<file path="src/rtl/gcd_method_responder.sv">
// ---------------------------------------------------------------------------
// gcd_method_responder
//
// Callee side of a req / busy / return method-call handshake. A rising edge
// of gcd_req seen while idle latches gcd_a / gcd_b. The block then computes
// their greatest common divisor by iterative subtraction, one step per
// cycle. It holds gcd_busy high for the whole computation. When it finishes
// it drops gcd_busy, presents gcd_return and pulses gcd_done for one cycle.
//
// Parameters:
//   WIDTH       operand / result width (>= 2)
//
// Ports:
//   clk         system clock, rising edge
//   reset       asynchronous reset, active low
//   gcd_a       operand A, sampled when a call starts
//   gcd_b       operand B, sampled when a call starts
//   gcd_req     call request level; a call starts on its rising edge
//   gcd_busy    high from call start until the result is valid
//   gcd_return  result of the last completed call (0 after reset)
//   gcd_done    one-cycle pulse in the cycle gcd_busy falls
//   gcd_iters   (GCD_ITER_COUNT_EN only) number of CALC cycles used by the
//               last completed call, saturating at 32'hFFFFFFFF
//
// Optional feature macro: GCD_ITER_COUNT_EN
// ---------------------------------------------------------------------------
module gcd_method_responder #(
    parameter int WIDTH = 32
) (
    input  logic             clk,
    input  logic             reset,
    input  logic [WIDTH-1:0] gcd_a,
    input  logic [WIDTH-1:0] gcd_b,
    input  logic             gcd_req,
    output logic             gcd_busy,
    output logic [WIDTH-1:0] gcd_return,
    output logic             gcd_done
`ifdef GCD_ITER_COUNT_EN
    ,
    output logic [31:0]      gcd_iters
`endif
);

    typedef enum logic [1:0] {
        ST_IDLE,
        ST_CALC,
        ST_DONE
    } state_t;

    state_t           state, state_nxt;
    logic             req_d;
    logic [WIDTH-1:0] ra, ra_nxt;
    logic [WIDTH-1:0] rb, rb_nxt;
    logic [WIDTH-1:0] result, result_nxt;
    logic             busy_nxt;
    logic [WIDTH-1:0] return_nxt;
    logic             done_nxt;
    logic             start;

`ifdef GCD_ITER_COUNT_EN
    logic [31:0] iter_cnt, iter_cnt_nxt;
    logic [31:0] iters_nxt;
`endif

    // A call starts only on a low-to-high transition of gcd_req seen while
    // idle. A request held high across a call therefore never retriggers.
    assign start = gcd_req && !req_d && (state == ST_IDLE);

    // Next-state and datapath logic.
    // NOTE: every signal assigned here gets a default first, so no path can
    // leave it unassigned and infer a latch.
    always_comb begin
        state_nxt  = state;
        ra_nxt     = ra;
        rb_nxt     = rb;
        result_nxt = result;
        busy_nxt   = gcd_busy;
        return_nxt = gcd_return;
        done_nxt   = 1'b0;
`ifdef GCD_ITER_COUNT_EN
        iter_cnt_nxt = iter_cnt;
        iters_nxt    = gcd_iters;
`endif

        unique case (state)
            ST_IDLE: begin
                if (start) begin
                    ra_nxt    = gcd_a;
                    rb_nxt    = gcd_b;
                    busy_nxt  = 1'b1;
                    state_nxt = ST_CALC;
`ifdef GCD_ITER_COUNT_EN
                    iter_cnt_nxt = '0;
`endif
                end
            end

            ST_CALC: begin
`ifdef GCD_ITER_COUNT_EN
                // Every CALC cycle counts, including the terminating one.
                iter_cnt_nxt = (iter_cnt == 32'hFFFF_FFFF) ? iter_cnt
                                                           : iter_cnt + 32'd1;
`endif
                // Terminal tests come first, so the subtractions below only
                // run with both operands non-zero and the larger one as the
                // minuend. They can never underflow.
                if (ra == '0) begin
                    result_nxt = rb;
                    state_nxt  = ST_DONE;
                end else if (rb == '0) begin
                    result_nxt = ra;
                    state_nxt  = ST_DONE;
                end else if (ra == rb) begin
                    result_nxt = ra;
                    state_nxt  = ST_DONE;
                end else if (ra > rb) begin
                    ra_nxt = ra - rb;
                end else begin
                    rb_nxt = rb - ra;
                end
            end

            ST_DONE: begin
                return_nxt = result;
                busy_nxt   = 1'b0;
                done_nxt   = 1'b1;
                state_nxt  = ST_IDLE;
`ifdef GCD_ITER_COUNT_EN
                iters_nxt = iter_cnt;
`endif
            end

            default: begin
                state_nxt = ST_IDLE;
            end
        endcase
    end

    // State and datapath registers. Reset clears everything at once, so a
    // call in flight is abandoned without a gcd_done pulse.
    // NOTE: sequential state uses non-blocking assignments so that every
    // register samples the values from before the clock edge.
    always_ff @(posedge clk or negedge reset) begin
        if (!reset) begin
            state      <= ST_IDLE;
            req_d      <= 1'b0;
            ra         <= '0;
            rb         <= '0;
            result     <= '0;
            gcd_busy   <= 1'b0;
            gcd_return <= '0;
            gcd_done   <= 1'b0;
`ifdef GCD_ITER_COUNT_EN
            iter_cnt   <= '0;
            gcd_iters  <= '0;
`endif
        end else begin
            state      <= state_nxt;
            req_d      <= gcd_req;
            ra         <= ra_nxt;
            rb         <= rb_nxt;
            result     <= result_nxt;
            gcd_busy   <= busy_nxt;
            gcd_return <= return_nxt;
            gcd_done   <= done_nxt;
`ifdef GCD_ITER_COUNT_EN
            iter_cnt   <= iter_cnt_nxt;
            gcd_iters  <= iters_nxt;
`endif
        end
    end

endmodule

</file>
<file path="config.mk">
export PLATFORM = sky130hd
export DESIGN_NAME = gcd_method_responder
export DESIGN_NICKNAME = d
export VERILOG_FILES = /design/src/rtl/gcd_method_responder.sv
export SDC_FILE = /design/constraint.sdc
export NUM_CORES = 1
export LEC_CHECK = 0
export ABC_AREA = 0
export BUFFER_PORTS_ARGS = -buffer_cell sky130_fd_sc_hd__buf_2
export CORE_MARGIN = 4
export CORE_UTILIZATION = 62
export CTS_BUF_LIST = sky130_fd_sc_hd__clkbuf_2
export CTS_CLUSTER_DIAMETER = 80
export CTS_CLUSTER_SIZE = 40
export DETAILED_ROUTE_END_ITERATION = 10
export HOLD_SLACK_MARGIN = 0.06
export PLACE_DENSITY = 0.85
export SYNTH_ARGS = -nofsm -noshare
export SYNTH_HDL_FRONTEND = slang
export SYNTH_SLANG_ARGS = --single-unit
export TNS_END_PERCENT = 1
</file>
<file path="constraint.sdc">
create_clock -name clk -period 3.8 [get_ports clk]
set_clock_uncertainty 0.1 [all_clocks]
set_input_delay 0.38 -clock clk [delete_from_list [all_inputs] [get_ports clk]]
set_output_delay 0.38 -clock clk [all_outputs]
set_load 0.02 [all_outputs]
</file>
==> results.json, run 1 <==
{
  "root_buffer": "clkbuf_2",
  "setup_viol": 0,
  "max_cap_violations": 0,
  "cts-htree-levels": 4,
  "clock_sinks": 133,
  "dr.pass1.iters": 6,
  "crit_type": "reg -> reg",
  "cp_max_fo": 18,
  "synth_seq_cells": 133,
  "wl_per_cell_um": 20.4,
  "core-area_um2": 15300,
  "ant_nets": 0,
  "outcome": "finished clean",
  "synth.avg_cell_area_um2": 8.84,
  "maxSlewViolCount": 0,
  "synth_edf_count": 0,
  "routabilityCongestion": 1.01,
  "die_x_um": 133,
  "drt-vias-per-instance": 6.19,
  "drive_gt1_share_pct": 18.8,
  "r2r_cells": 11,
  "cp_data_required_time_ns": 4.36,
  "synth_area_um2": 9690,
  "yosys.area.top_type": "dfrtp_1",
  "dpl.hpwl_mm": 21.4,
  "period_share_pct": 95.1,
  "synth_top_area_share_pct": 34.4,
  "cp-end-kind": "flop",
  "worst_pin_slew_ns": 1.09,
  "nets": 1371,
  "grt_pass1_wl_mm": 47.5,
  "grt_max_degree": 96,
  "rsz0062_at_grt": "false",
  "vias": 9063,
  "dieArea_um2": 17700,
  "rows": 45,
  "max_slew_margin_pct": 26.4,
  "cts_resized": 0,
  "r2r_slack_ns": 0.19,
  "reg2reg_from": "ra[9]",
  "grt_overflow": 0,
  "cts_buffer_depth": 2,
  "fmax_mhz": 277,
  "synth_nets": 1228,
  "async_flop_share_pct": 100,
  "crit_path_start": "ra[9]",
  "synth_cell_type_count": 77,
  "drc": 0,
  "fin_setup_tns_ns": 0,
  "yosysSeqAreaShare_pct": 34.4,
  "cts_setup_buffers": 0,
  "clk_latency_ns": 0.75,
  "synth_cells": 1096,
  "hp-class": "in -> async",
  "totalWireLength_mm": 29.9,
  "io_pins": 101,
  "period_needed_ns": 3.61,
  "track_usage_pct": 34.0,
  "reg2reg_to": "ra[6]",
  "yosys_warnings": 0,
  "clk_pin_slew_worst_paths_ns": 0.24,
  "arrival_ns": 4.18,
  "hold_viol_final": 0,
  "yosys-top-cells-area": "dfrtp_1 (34%), ha_1 (8.1%), mux2_2 (6.7%)",
  "synthFlopType": "dfrtp_1",
  "crit_path_start_kind": "flop",
  "area_growth_pct": 15.1,
  "initialDrtViolationCount": 1140,
  "antenna_found_initial": 1,
  "cts_buffers": 17,
  "grt_pass1_vias": 8667,
  "io_buffers": 100,
  "cts_tree": "yes",
  "start_util_pct": 63.5,
  "die_height_um": 133
}
## worst max path at each step
stage | end | cells past startpoint
after floorplan | ra[29] | 12
after global placement | ra[3] | 11
after detailed placement | ra[3] | 11
after CTS | ra[29] | 11
after global routing | ra[29] | 11
final | ra[6] | 11
## kinds of logic (layout without fill, tap and decap cells)
group,after synthesis,in the layout,share of synthesized area (%)
AO/OA/AOI/OAI,313,313,20.2
XOR/XNOR,43,43,3.89
adder cells (fa/ha/maj),65,65,8.55
buffers and inverters,143,299,6.54
flip-flops,133,133,34.4
multiplexers,104,104,11.8
other,0,1,0
AND/OR/NAND/NOR,295,295,14.7
## flip-flops by register name, indices dropped and copies added (netlist names)
name,flops
gcd_return,32
ra,32
rb,32
result,32
state,2
gcd_busy,1
gcd_done,1
req_d,1
## stage by stage
| step | cell area [µm²] | utilization, % | hold WS, ns | instances | setup slack [ns] |
|---|---|---|---|---|---|
| 2_1_floorplan | 9690 | - | -0.0156 | 1096 | 0.780 |
| 3_3_place_gp | 10300 | 67.5 | 0.354 | 1365 | 0.377 |
| 3_5_place_dp | 10300 | 67.5 | 0.368 | 1365 | 0.344 |
| 4_1_cts | 11100 | 73.1 | 0.167 | 1463 | 0.267 |
| 5_1_grt | 11200 | 73.1 | 0.196 | 1464 | 0.0130 |
| 6_report | 11200 | 73.1 | 0.111 | 1464 | 0.187 |
## cells in the final DEF, fill, tap and decap left out, types with 26 or more instances in the layout
| cell type | n |
|---|---|
| a21oi_1 | 102 |
| mux2i_1 | 26 |
| ha_1 | 63 |
| o21ai_0 | 99 |
| dfrtp_1 | 133 |
| nor2_1 | 53 |
| xnor2_1 | 27 |
| inv_1 | 81 |
| dlygate4sd3_1 | 66 |
| mux2_2 | 58 |
| nand2_1 | 121 |
| buf_2 | 99 |
## layout make-up
class	count	area [µm²]
diodes	1	2.50
clock buffers	18	90.1
clock inverters	14	98.8
fillers	1166	4110
inverters	81	304
multi-input cells	820	5750
flip-flops and latches	133	3330
well taps	211	264
repair buffers	186	1320
## timing repair
item                                    CTS  global route
hold buffers                             66             0
endpoints found under the hold margin   160             0
endpoints found under the setup margin    0             0
## synth_stat cells (19+ instances only)
cell / count
dfrtp_1: 133
nand2_1: 121
a21oi_1: 102
o21ai_0: 99
inv_1: 81
ha_1: 63
mux2_2: 58
nor2_1: 54
clkbuf_1: 27
xnor2_1: 27
mux2i_1: 26
nand3_1: 21
mux2_1: 20
nand4_1: 19
## critical path: stages (launching register included)
cell	delay, ns
dfrtp_1	0.52
inv_1	0.07
ha_1	0.47
a21oi_1	0.30
o21ai_0	0.19
a211oi_1	0.27
nor2_1	0.11
nor4_2	0.39
o31ai_4	0.16
a31oi_4	0.21
buf_4	0.33
mux2_1	0.40
## layer usage
| metal | vias up | track usage (%) | part of all wire, % |
|---|---|---|---|
| met5 | - | 0 | 0 |
| met2 | 520 | 52.2 | 45 |
| met1 | 4277 | 48.1 | 41 |
| li1 | 4181 | - | - |
| met3 | 85 | 7.49 | 10 |
| met4 | 0 | 10.7 | 3.0 |
Power of run 1 is left out: the tool's default activity adds up to more than one toggle a clock period on the data nets, which glitch-free logic cannot reach.
==> run 2, diff against run 1 <==
--- a/config.mk
+++ b/config.mk
@@ -7,7 +7,7 @@
 export LEC_CHECK = 0
 export ABC_AREA = 0
 export BUFFER_PORTS_ARGS = -buffer_cell sky130_fd_sc_hd__buf_2
-export CORE_MARGIN = 4
+export CORE_MARGIN = 5
 export CORE_UTILIZATION = 62
 export CTS_BUF_LIST = sky130_fd_sc_hd__clkbuf_2
 export CTS_CLUSTER_DIAMETER = 80
==> results.json, run 2 (synthesis gave the netlist of run 1 again) <==
{
  "hold_viol_final": 0,
  "grt_pass1_vias": 9009,
  "area_growth_pct": 16.1,
  "drc": 0,
  "r2r_cells": 11,
  "die_x_um": 135,
  "period_share_pct": 94.3,
  "clock_sinks": 133,
  "reg2reg_to": "ra[26]",
  "cp-end-kind": "flop",
  "r2r_slack_ns": 0.22,
  "fmax_mhz": 279,
  "drt-vias-per-instance": 6.26,
  "worst_pin_slew_ns": 1.05,
  "crit_type": "reg -> reg",
  "reg2reg_from": "ra[0]",
  "layout_commonest_cell": "dfrtp_1",
  "rsz0062_at_grt": "false",
  "crit_path_max_incr_delay_ns": 0.75,
  "place_inst": 1368,
  "max_slew_margin_pct": 28.8,
  "diodes": 0,
  "routabilityCongestion": 0.993,
  "cts_buffer_depth": 2,
  "slowest_stage": "a2111oi_0",
  "dieArea_um2": 18200,
  "hp-class": "in -> async",
  "vias": 9165,
  "outcome": "finished clean",
  "cts_tree": "yes",
  "drive_gt1_share_pct": 18.9,
  "cts_buffers": 17,
  "layout_common_cells": "dfrtp_1 (133), nand2_1 (121), a21oi_1 (102), o21ai_0 (99), buf_2 (99)",
  "final_cell_area_um2": 11200,
  "grt_max_degree": 112,
  "layout.cells.non_filler": 1465,
  "crit_path_start_kind": "flop",
  "grt_pass1_wl_mm": 47.6,
  "maxSlewViolCount": 0,
  "crit_path_start": "ra[0]",
  "cp_max_fo": 5,
  "fill_cells": 1183,
  "dpl_cell_area_um2": 10300,
  "die_height_um": 135,
  "regArea_um2": 3330,
  "antenna_found_initial": 1,
  "io_pins": 101,
  "track_usage_pct": 33.3,
  "max_cap_violations": 0,
  "setup_viol": 0,
  "period_needed_ns": 3.58,
  "endpoint": "ra[26]",
  "cp_data_required_time_ns": 4.31,
  "wl_per_cell_um": 20.6,
  "whs_ns": 0.221,
  "fin_setup_tns_ns": 0,
  "totalWireLength_mm": 30.2,
  "cts-htree-levels": 4,
  "dr.pass1.iters": 5,
  "dpl.hpwl_mm": 22.0,
  "grt_overflow": 0,
  "nets": 1374,
  "clk_latency_ns": 0.72,
  "ant_nets": 0,
  "rows": 45,
  "initialDrtViolationCount": 919,
  "root_buffer": "clkbuf_2",
  "io_buffers": 100,
  "multi_input_area_um2": 5750,
  "start_util_pct": 63.5,
  "path_cells": "inv_1, ha_1, fa_1, and2b_1, a21oi_1, a2111oi_0, a2111o_1, a21oi_4, nand4_1, o211ai_1, mux2_1",
  "core-area_um2": 15300,
  "clk_pin_slew_worst_paths_ns": 0.24,
  "arrival_ns": 4.09
}
-- run 2: what timing repair did --
action	4_1_cts	5_1_grt
setup buffers	0	0
endpoints found under the hold margin	176	0
endpoints found under the setup margin	0	0
resized for setup	0	0
hold buffers	66	0
-- run 2: worst min-delay path by stage --
stage / depth (start not counted) / slack [ns] / endpoint / from
final: 2 / 0.22 / ra[14] / reset
after global routing: 2 / 0.21 / req_d / gcd_req
after CTS: 2 / 0.20 / req_d / gcd_req
after detailed placement: 2 / 0.37 / gcd_busy / gcd_busy
after global placement: 2 / 0.36 / gcd_busy / gcd_busy
after floorplan: 0 / -0.02 / gcd_busy / reset
-- run 2: stage by stage --
step                      setup WS, ns  util, %
after floorplan                  0.780        -
after global placement           0.420     67.7
after detailed placement         0.372     67.7
after CTS                        0.310     73.7
after global routing            0.0655     73.7
final                            0.217     73.7
-- run 2: per-layer routing --
layer,track usage (%),vias to the layer above,part of all wire [%]
li1,-,4190,-
met2,52.1,483,45
met4,9.57,2,2.5
met3,8.61,73,10
met5,0,-,0.043
met1,46.0,4417,42
-- run 2: area by class of cell --
type	instances	share of cell area (%)
multi-input cells	820	51.1
flip-flops and latches	133	29.6
clock inverters	14	1.56
inverters	81	2.70
well taps	211	2.35
repair buffers	189	11.9
clock buffers	17	0.757
-- run 2: worst max-delay path: cells and delay by family (launching register included) --
| kind | cells | cell delay (ns) |
|---|---|---|
| fa+ha+maj | 2 | 0.63 |
| simple gates | 2 | 0.39 |
| buf+inv | 1 | 0.08 |
| mux | 1 | 0.31 |
| compound gates | 5 | 1.45 |
| flops | 1 | 0.49 |
Power of run 2 is left out for the same reason.
==> run 3, diff against run 2 <==
--- a/config.mk
+++ b/config.mk
@@ -15,6 +15,7 @@
 export DETAILED_ROUTE_END_ITERATION = 10
 export HOLD_SLACK_MARGIN = 0.06
 export PLACE_DENSITY = 0.85
+export REMOVE_ABC_BUFFERS = 1
 export SYNTH_ARGS = -nofsm -noshare
 export SYNTH_HDL_FRONTEND = slang
 export SYNTH_SLANG_ARGS = --single-unit
==> results.json, run 3 (synthesis gave the netlist of run 1 again) <==
{
  "die_x_um": 135,
  "initialDrtViolationCount": 1341,
  "cp_max_fo": 4,
  "area_growth_pct": 17.4,
  "path_cells": "inv_1, ha_1, fa_1, nand2b_1, a21boi_1, o211ai_1, a311oi_1, o21ai_0, and3_1, o31ai_1, mux2_2",
  "max_cap_violations": 0,
  "period_share_pct": 94.0,
  "outcome": "finished clean",
  "cp-end-kind": "flop",
  "cts-htree-levels": 4,
  "cts_tree": "yes",
  "crit_type": "reg -> reg",
  "post-route-util_pct": 74.5,
  "dpl_cell_area_um2": 10500,
  "cp_top_family": "compound AO/OA/AOI/OAI gates",
  "place_inst": 1385,
  "routabilityCongestion": 1.01,
  "wl_per_cell_um": 20.7,
  "setup_viol": 0,
  "fmax_mhz": 280,
  "cts_buffers": 17,
  "cts_buffer_depth": 2,
  "reg2reg_to": "rb[16]",
  "dieArea_um2": 18200,
  "rows": 45,
  "dpl.hpwl_mm": 21.6,
  "die_height_um": 135,
  "crit_path_start": "rb[0]",
  "start_util_pct": 63.5,
  "grt_max_degree": 111,
  "io_buffers": 100,
  "path_buf_inv": 1,
  "ant_nets": 0,
  "regArea_um2": 3330,
  "layout_commonest_cell": "dfrtp_1",
  "clk_pin_slew_worst_paths_ns": 0.23,
  "layout.cells.non_filler": 1486,
  "maxSlewViolCount": 0,
  "dr.pass1.iters": 7,
  "grt_overflow": 0,
  "clock_sinks": 133,
  "arrival_ns": 4.22,
  "period_needed_ns": 3.57,
  "crit_path_start_kind": "flop",
  "max_slew_margin_pct": 23.4,
  "multi_input_area_um2": 5750,
  "cp_data_required_time_ns": 4.44,
  "hold_viol_final": 0,
  "final_cell_area_um2": 11400,
  "hp-class": "in -> async",
  "drt-vias-per-instance": 6.24,
  "drive_gt1_share_pct": 20.2,
  "r2r_cells": 11,
  "rsz0062_at_grt": "false",
  "root_buffer": "clkbuf_2",
  "vias": 9268,
  "worst_pin_slew_ns": 1.13,
  "grt_pass1_vias": 8978,
  "nets": 1393,
  "antenna_found_initial": 1,
  "clk_latency_ns": 0.82,
  "slowest_stage": "dfrtp_1",
  "fin_setup_tns_ns": 0,
  "io_pins": 101,
  "r2r_slack_ns": 0.23,
  "drc": 0,
  "fill_cells": 1117,
  "cp_num_cells": 11,
  "reg2reg_from": "rb[0]",
  "core-area_um2": 15300,
  "grt_pass1_wl_mm": 48.7,
  "layout_common_cells": "dfrtp_1 (133), nand2_1 (121), a21oi_1 (102), o21ai_0 (99), buf_2 (99)",
  "track_usage_pct": 34.1,
  "crit_path_max_incr_delay_ns": 0.51,
  "totalWireLength_mm": 30.8
}
-- run 3: per-layer routing --
metal / GRT usage, % / routed length, µm / vias up
li1: - / - / 4214
met1: 48.9 / 13200 / 4429
met2: 53.5 / 14100 / 552
met3: 5.63 / 2770 / 73
met4: 10.4 / 748 / 0
met5: 0 / 0 / -
-- run 3: repair_timing --
item                                    4_1_cts  5_1_grt
endpoints found under the setup margin        0        8
hold endpoints to repair                    175        0
buffers inserted                              0        2
resized for setup                             0        1
hold buffers                                 66        0
-- run 3: worst max-delay path by stage --
stage / to / slack (ns)
after global placement: rb[16] / 0.36
after detailed placement: rb[25] / 0.23
final: rb[16] / 0.23
after global routing: ra[29] / 0.1
after floorplan: rb[10] / 0.22
after CTS: rb[3] / 0.20
-- run 3: layout make-up --
class | instances | share of cell area (%)
Antenna cell | 1 | 0.0220
Inverter | 81 | 2.67
Tap cell | 211 | 2.32
Multi-Input combinational cell | 820 | 50.6
Clock buffer | 18 | 0.792
Timing Repair Buffer | 208 | 13.0
Sequential cell | 133 | 29.3
Clock inverter | 14 | 1.34
-- run 3: metrics by stage --
| step | setup slack [ns] | hold slack [ns] |
|---|---|---|
| 6_report | 0.227 | 0.159 |
| 5_1_grt | 0.0955 | 0.157 |
| 4_1_cts | 0.204 | 0.158 |
| 3_5_place_dp | 0.228 | 0.370 |
| 3_3_place_gp | 0.359 | 0.357 |
| 2_1_floorplan | 0.218 | -0.0156 |
-- run 3: worst reg2reg max path, delay by kind of cell (launching register included) --
kind | cells | cell delay (ns)
AO/OA/AOI/OAI | 5 | 1.56
adder cells (fa/ha/maj) | 2 | 0.65
buffers and inverters | 1 | 0.09
flip-flops | 1 | 0.51
multiplexers | 1 | 0.22
AND/OR/NAND/NOR | 2 | 0.43
Power of run 3 is left out for the same reason.
